File: config.mk
export PLATFORM = sky130hd
export DESIGN_NAME = usrt_rx_deframer
export DESIGN_NICKNAME = d
export VERILOG_FILES = /design/src/rtl/usrt_rx_deframer.sv
export SDC_FILE = /design/constraint.sdc
export NUM_CORES = 1
export LEC_CHECK = 0
export ABC_AREA = 1
export BUFFER_PORTS_ARGS = -buffer_cell sky130_fd_sc_hd__buf_2
export CORE_ASPECT_RATIO = 1.25
export CORE_MARGIN = 10
export CORE_UTILIZATION = 50
export CTS_BUF_LIST = sky130_fd_sc_hd__clkbuf_8
export CTS_CLUSTER_DIAMETER = 120
export DETAILED_ROUTE_END_ITERATION = 6
export GPL_TIMING_DRIVEN = 1
export PLACE_DENSITY_LB_ADDON = 0.1
export SYNTH_ARGS = -nofsm -noshare
export SYNTH_HDL_FRONTEND = slang
export SYNTH_SLANG_ARGS = --single-unit
File: constraint.sdc
create_clock -name i_Pclk -period 1.6 [get_ports i_Pclk]
set_clock_uncertainty 0.15 [all_clocks]
set_input_delay 0.24 -clock i_Pclk [delete_from_list [all_inputs] [get_ports i_Pclk]]
set_output_delay 0.24 -clock i_Pclk [all_outputs]
set_load 0.01 [all_outputs]
File: src/rtl/usrt_rx_deframer.sv
// USRT receive deframer: samples one bit per i_Pclk edge, strips start/parity/stop,
// and presents the data word with a one-cycle valid strobe plus parity/framing error flags.
module usrt_rx_deframer #(
  parameter int DATA_BITS = 8
) (
  input  logic                 i_Pclk,
  input  logic                 i_Rst_n,
  input  logic                 i_Rx,
  input  logic [1:0]           i_Parity,
  output logic [DATA_BITS-1:0] o_Data,
  output logic                 o_Valid,
  output logic                 o_Parity_Err,
  output logic                 o_Frame_Err,
  output logic                 o_Busy
);

  localparam int CNT_W = $clog2(DATA_BITS + 1);

  localparam logic [2:0] ST_IDLE    = 3'd0;
  localparam logic [2:0] ST_DATA    = 3'd1;
  localparam logic [2:0] ST_PARITY  = 3'd2;
  localparam logic [2:0] ST_STOP    = 3'd3;
  localparam logic [2:0] ST_RECOVER = 3'd4;

  logic [2:0]           state_q,   state_d;
  logic [CNT_W-1:0]     cnt_q,     cnt_d;
  logic [1:0]           mode_q,    mode_d;
  logic [DATA_BITS-1:0] shreg_q,   shreg_d;
  logic                 par_bit_q, par_bit_d;
  logic [DATA_BITS-1:0] data_q,    data_d;
  logic                 valid_q,   valid_d;
  logic                 perr_q,    perr_d;
  logic                 ferr_q,    ferr_d;

  logic par_en;
  logic par_fail;

  // Modes 00 and 11 both mean "no parity bit on the wire".
  assign par_en   = (mode_q == 2'b01) || (mode_q == 2'b10);
  assign par_fail = par_en & (^shreg_q ^ par_bit_q ^ mode_q[0]);

  always_comb begin
    // NOTE: every signal gets a default before the case so no path leaves it unassigned (no latch).
    state_d   = state_q;
    cnt_d     = cnt_q;
    mode_d    = mode_q;
    shreg_d   = shreg_q;
    par_bit_d = par_bit_q;
    data_d    = data_q;
    valid_d   = 1'b0;
    perr_d    = perr_q;
    ferr_d    = ferr_q;

    case (state_q)
      ST_IDLE: begin
        if (!i_Rx) begin
          state_d = ST_DATA;
          cnt_d   = '0;
          mode_d  = i_Parity;
        end
      end
      ST_DATA: begin
        shreg_d                = shreg_q >> 1;
        shreg_d[DATA_BITS-1]   = i_Rx;
        cnt_d                  = cnt_q + 1'b1;
        if (cnt_q == CNT_W'(DATA_BITS - 1)) begin
          state_d = par_en ? ST_PARITY : ST_STOP;
        end
      end
      ST_PARITY: begin
        par_bit_d = i_Rx;
        state_d   = ST_STOP;
      end
      ST_STOP: begin
        data_d  = shreg_q;
        perr_d  = par_fail;
        ferr_d  = ~i_Rx;
        valid_d = 1'b1;
        // A low stop bit must not be mistaken for the next start bit.
        state_d = i_Rx ? ST_IDLE : ST_RECOVER;
      end
      ST_RECOVER: begin
        if (i_Rx) state_d = ST_IDLE;
      end
      default: state_d = ST_IDLE;
    endcase
  end

  // NOTE: sequential state uses non-blocking assignments only; the shift register is
  // reset along with everything else so a mid-frame reset leaves no partial word behind.
  always_ff @(posedge i_Pclk or negedge i_Rst_n) begin
    if (!i_Rst_n) begin
      state_q   <= ST_IDLE;
      cnt_q     <= '0;
      mode_q    <= 2'b00;
      shreg_q   <= '0;
      par_bit_q <= 1'b0;
      data_q    <= '0;
      valid_q   <= 1'b0;
      perr_q    <= 1'b0;
      ferr_q    <= 1'b0;
    end else begin
      state_q   <= state_d;
      cnt_q     <= cnt_d;
      mode_q    <= mode_d;
      shreg_q   <= shreg_d;
      par_bit_q <= par_bit_d;
      data_q    <= data_d;
      valid_q   <= valid_d;
      perr_q    <= perr_d;
      ferr_q    <= ferr_d;
    end
  end

  assign o_Data       = data_q;
  assign o_Valid      = valid_q;
  assign o_Parity_Err = perr_q;
  assign o_Frame_Err  = ferr_q;
  assign o_Busy       = (state_q == ST_DATA) || (state_q == ST_PARITY) || (state_q == ST_STOP);

endmodule

* Word-level counts from Yosys, hierarchy flattened
Cells that the tools add are included.
** Operators by class
- Bitwise operators :: 4
- Equality and inequality tests :: 10
- Muxes and demuxes :: 9
- Reductions and logical operators :: 9
- Add/sub/neg operators :: 1
** Operators by type and width (count)
- $pmux 3 s5 :: 1
- $mux 3 :: 4
- $pmux 4 s2 :: 1
- $reduce_xor 8->1 :: 1
- $eq 3x2->1 const B :: 2
- $ne 2x2->1 const B :: 3
- $add 4x1->4 const B :: 1
- $eq 4x3->1 const B :: 1
- $mux 4 :: 1
- $reduce_and 2->1 :: 2
- $eq 3x1->1 const B :: 1
- $eq 3x3->1 const B :: 1
- $logic_not 3->1 :: 1
- $logic_or 1x1->1 :: 3
- $reduce_and 3->1 :: 1
- $eq 2x1->1 const B :: 1
- $eq 2x2->1 const B :: 1
- $mux 1 :: 2
- $reduce_bool 2->1 :: 1
- $xor 1x1->1 :: 2
- $and 1x1->1 :: 1
- $not 1->1 :: 1
** Storage, ports and cells
- Register bits after elaboration :: 29
- Output and inout bits :: 12

* Longest topological paths before layout
- Depth after elaboration :: 5
- Depth in mapped cells :: 11
- Depth with buffers taken out :: 11

* Worst setup path before layout
OpenSTA, ideal clock, no wires.
- Path kind :: register to register
- Start point :: register state_q[2]
- End point :: register cnt_q[1]
- Data arrival time :: 1.080 ns
- Slack :: 0.249 ns
- Stages on the path, launching flop included :: 7
- Buffers on the path :: 1
- Setup time :: 0.121 ns
- Period minus slack after synthesis :: 1.351 ns
- Required time :: 1.329 ns
- Cell sequence :: dfrtp_1 nor3_2 buf_6 inv_4 nand2_2 inv_2 a22o_1
** On the way
- Word-level cells in the longest chain between the ends :: 3
- Elaborated cells on any way between the ends :: 6
- Classes of those cells :: 2 x eq/ne; 1 x mux; 3 x reduce/logical
** Ends and longest elaborated chain
- start: declaration :: RTL line 25 : logic [2:0] state_q, state_d;
- start signal: assignment :: RTL line 103 : state_q <= state_d;
- $eq 3x1->1 / $logic_not 3->1 (equally long branches) :: RTL line 54 : case (state_q)
- $reduce_bool 2->1 (no line) / $ne 2x2->1 (equally long branches)
- $reduce_and 2->1 (no line)
- end signal: assignment :: RTL line 104 : cnt_q <= cnt_d;
- end: declaration :: RTL line 26 : logic [CNT_W-1:0] cnt_q, cnt_d;
Several ways; a longest one is shown, not always the timed one.
A chain may end at the register's enable or synchronous reset.

* Final worst setup path
- Start point :: register state_q[1]
- End point :: output port o_Busy
** On the way
- Word-level cells in the longest chain between the ends :: 3
- Elaborated cells on any way between the ends :: 5
- Classes of those cells :: 3 x eq/ne; 2 x reduce/logical
** Ends and longest elaborated chain
- $eq 3x1->1 / $eq 3x2->1 (equally long branches) :: RTL line 119 : assign o_Busy = (state_q == ST_DATA) || (state_q == ST_PARITY) || (state_q == ST_STOP);
- $logic_or 1x1->1 :: RTL line 119
- $logic_or 1x1->1 * :: RTL line 119
- end: declaration :: RTL line 14 : output logic o_Busy
Every way passes the cells marked *; elsewhere a longest branch is shown, timed or not.

==> metrics.md <==
| Metric | Value |
|---|---|
| Run status | completed |
| Max-capacitance violation count | 0 |
| Worst-Skew Late Latency | 280 ps |
| Post-Synthesis Mean Instance Area | around 8.6 um^2 |
| Area growth syn-to-layout | 15.12% |
| Initial antenna violation count | 0 |
| Initial DRT Pass Iterations | 4 |
| Hold Crit Start | i_Parity[0] |
| Net Count, Synth | 165 |
| Worst hold-check slack | 47.38 ps |
| Overall power after layout | 3.482 mW |
| Highest ir drop seen on vdd | 1.091 mV |
| Remaining Overflow, GRT | 0 |
| Total length of routed wires | ~2600 um |
| Final-layout setup total negative slack | 0 ps |
| Worst endpoint required time | 1210 ps |
| Post-synth cell types | 23 |
| CTS H-Tree Depth | 2 |
| Number of pins exceeding their max-slew limit in the final report | 0 |
| Hold Path Sink | mode_q[0]$_DFFE_PN0P_ |
| Worst R2R Path Depth | 10 |
| Worst-path clk slew | 60 ps |
| Slew at the pin with the worst max-slew slack | approximately 630 ps |
| Final min period | 1496 ps |
| Yosys top cell area share | 53.16% |
| HPWL after detailed placement | around 2000 um |
| Synth Register Bits | 29 |
| Class of the most critical setup path | flop to output port |
| Maximum number of buffers from clock root to sink | 2 |
| Filler Cell Count | 250 |
| Routed wire per std cell | 12.22 um |
| Post-DRT Antenna Nets | 0 |
| Worst slew margin relative to its limit | a little under 60% |
| Clock root buffer master | sky130_fd_sc_hd__clkbuf_8 |
| Share of cells above drive strength 1 | about a quarter |
| Number of DRC violations after detailed routing | 0 |
| Final Net Count | ~190 |
| Hold path cells | 2 |
| Violation count after the first detailed-routing iteration | a little over 80 |
| Routability congestion estimate from global placement | 0.8277 |
| Launch instance of the worst register-to-register path | shreg_q[3]$_DFFE_PN0P_ |
| Height of the die | around 78 um |
| Syn Std Cell Area | roughly 0.0014 mm^2 |
| Post-synthesis sequential area ratio | 53.16% |
| Number of primary I/O pins | 17 |
| Number of placed instances with taps included | about 210 |
| Floorplan row count | 21 |
| Reg-to-reg endpoint | o_Parity_Err$_DFFE_PN0P_ |
| Die area | approximately 0.0052 mm^2 |
| Most common cell in the synthesized netlist | sky130_fd_sc_hd__nand2_1 |
| Worst path arrival time | 1110 ps |
| Unrepaired setup endpoints after global routing | no |
| Number of warning messages in the yosys log | 0 |
| Horiz. Die Dim | 66.74 um |
| Via density | 4.888 |
| Flop-to-flop setup slack | 150 ps |
| Total inserted antenna cells | 0 |
| Power density cells | 2216 mW/mm^2 |
| Final design instance area without fill | approximately 0.0016 mm^2 |
| Effective utilization at floorplan | 51.44% |
| Cell count after synthesis | about 160 |
| Non-filler instance count after layout | 215 |
| Total track usage | 11.50% |
| Final Hold Viols | 0 |
| Port bufs | 16 |
| Total vias in the final route | 1051 |
| Post-synthesis async set-or-reset flop share | 100.0% |
| Leading post-synthesis cells by cell area | sky130_fd_sc_hd__dfrtp_1 (53%), sky130_fd_sc_hd__nand2_1 (15%), sky130_fd_sc_hd__o21ai_2 (5.1%) |
| Vias in the first global route | 1089 |
| F_max | between 0.6 and 0.7 GHz |
| Kind of end point of the critical path | output port |
| Clock sink count | 29 |
| Final cycle utilization of the critical path | 93.51% |
| Number of flops mapped to enable cells by yosys | 0 |
| Core Footprint | 0.002654 mm^2 |
| Number of buffers inserted by post-CTS setup repair | 0 |
| Area leader, netlist | sky130_fd_sc_hd__dfrtp_1 |
| Setup crit start kind | flop |
| CTS Buf Count | 5 |
| Maximum fanout along the worst path | 5 |
| Most frequent cells after synthesis | sky130_fd_sc_hd__nand2_1 (55), sky130_fd_sc_hd__dfrtp_1 (29), sky130_fd_sc_hd__inv_1 (14), sky130_fd_sc_hd__o21ai_0 (11), sky130_fd_sc_hd__nand3_1 (9) |
| Global-route wire length before repair | 4588 um |
| Leakage component of the power | between 0.8 and 0.9 nW |
| Largest net degree at the start of global routing | 30 |
| TritonCTS clock tree | yes |
| Most frequently used flop master after synthesis | sky130_fd_sc_hd__dfrtp_1 |
| Area after DPL | 0.001468 mm^2 |
| Setup violations, final | 0 |
| Type of the worst min-delay path | primary input to flop |
## through the flow
stage | util [%] | setup slack (ps)
finish | 59.22 | 103.8
global route | 59.22 | 5.231
CTS | 58.93 | 77.27
detailed placement | 55.30 | 80.65
global placement | 55.30 | 151.7
floorplan | - | 248.7
## worst max-delay path, cell delays in order, from the launching register on
cell	delay, ps
sky130_fd_sc_hd__dfrtp_2	450
sky130_fd_sc_hd__nor2_1	150
sky130_fd_sc_hd__nor2_1	70
sky130_fd_sc_hd__buf_2	150
## layout make-up
cell class / count / area (um^2) / area share, %
inverters: 20 / 77.57 / 4.936
well taps: 34 / 42.54 / 2.707
clock inverters: 1 / 3.754 / 0.2389
flip-flops and latches: 29 / 726.9 / 46.26
clock buffers: 6 / 82.58 / 5.255
repair buffers: 18 / 97.59 / 6.210
multi-input cells: 107 / 540.5 / 34.39
## layer usage
layer / GRT usage, % / wire length (um) / vias up
met5: 0 / 0 / -
met4: 6.303 / 37 / 0
met3: 5.398 / 169 / 4
met2: 19.49 / 1366 / 23
met1: 11.04 / 1055 / 478
li1: - / - / 546
## registers in the layout (all words and copies together), names as in the netlist
name and cells:
cnt_q 4, mode_q 2, o_Data 8, o_Frame_Err 1, o_Parity_Err 1, o_Valid 1
par_bit_q 1, shreg_q 8, state_q 3
## worst max path at each step
stage,startpoint,endpoint,slack (ps)
detailed placement,state_q[2]$_DFFE_PN0P_,cnt_q[1]$_DFFE_PN0P_,80
finish,state_q[1]$_DFFE_PN0P_,o_Busy,100
global placement,state_q[2]$_DFFE_PN0P_,shreg_q[3]$_DFFE_PN0P_,150
floorplan,state_q[2]$_DFFE_PN0P_,cnt_q[1]$_DFFE_PN0P_,250
CTS,state_q[2]$_DFFE_PN0P_,cnt_q[1]$_DFFE_PN0P_,80
global route,shreg_q[5]$_DFFE_PN0P_,o_Parity_Err$_DFFE_PN0P_,5
## report_power, final
| part | total [mW] | switching [mW] | internal [mW] |
|---|---|---|---|
| clock network | 0.590 | 0.256 | 0.334 |
| logic | 1.59 | 0.990 | 0.598 |
| registers | 1.30 | 0.247 | 1.06 |
## cells in the final DEF, fill, tap and decap left out
cell,count
sky130_fd_sc_hd__a21oi_1,4
sky130_fd_sc_hd__a22o_1,1
sky130_fd_sc_hd__buf_2,16
sky130_fd_sc_hd__buf_4,1
sky130_fd_sc_hd__clkbuf_8,6
sky130_fd_sc_hd__dfrtp_1,28
sky130_fd_sc_hd__dfrtp_2,1
sky130_fd_sc_hd__dlygate4sd3_1,1
sky130_fd_sc_hd__ha_1,1
sky130_fd_sc_hd__inv_1,14
sky130_fd_sc_hd__inv_2,6
sky130_fd_sc_hd__inv_4,1
sky130_fd_sc_hd__mux2_2,1
sky130_fd_sc_hd__nand2_1,55
sky130_fd_sc_hd__nand2_2,1
sky130_fd_sc_hd__nand3_1,9
sky130_fd_sc_hd__nor2_1,7
sky130_fd_sc_hd__nor2_4,1
sky130_fd_sc_hd__nor3_1,1
sky130_fd_sc_hd__nor3_4,2
sky130_fd_sc_hd__o21ai_0,11
sky130_fd_sc_hd__o21ai_1,3
sky130_fd_sc_hd__o21ai_2,8
sky130_fd_sc_hd__or2_2,1
sky130_fd_sc_hd__xor2_1,1
## cells by family after synthesis
family          count (synthesis)  share of synthesized area, %
buf+inv                        23                         7.699
xor+xnor                        1                        0.6417
flops                          29                         53.16
compound gates                 27                         12.37
simple gates                   77                         24.38
fa+ha+maj                       1                        0.9164
mux                             1                        0.8249
## what timing repair did
| action | in CTS | in global routing |
|---|---|---|
| resized for setup | 0 | 3 |
| endpoints found under the hold margin | 29 | 0 |
| endpoints found under the setup margin | 0 | 10 |
| hold buffers | 1 | 0 |
No activity file was read; power rests on OpenSTA's default activity.
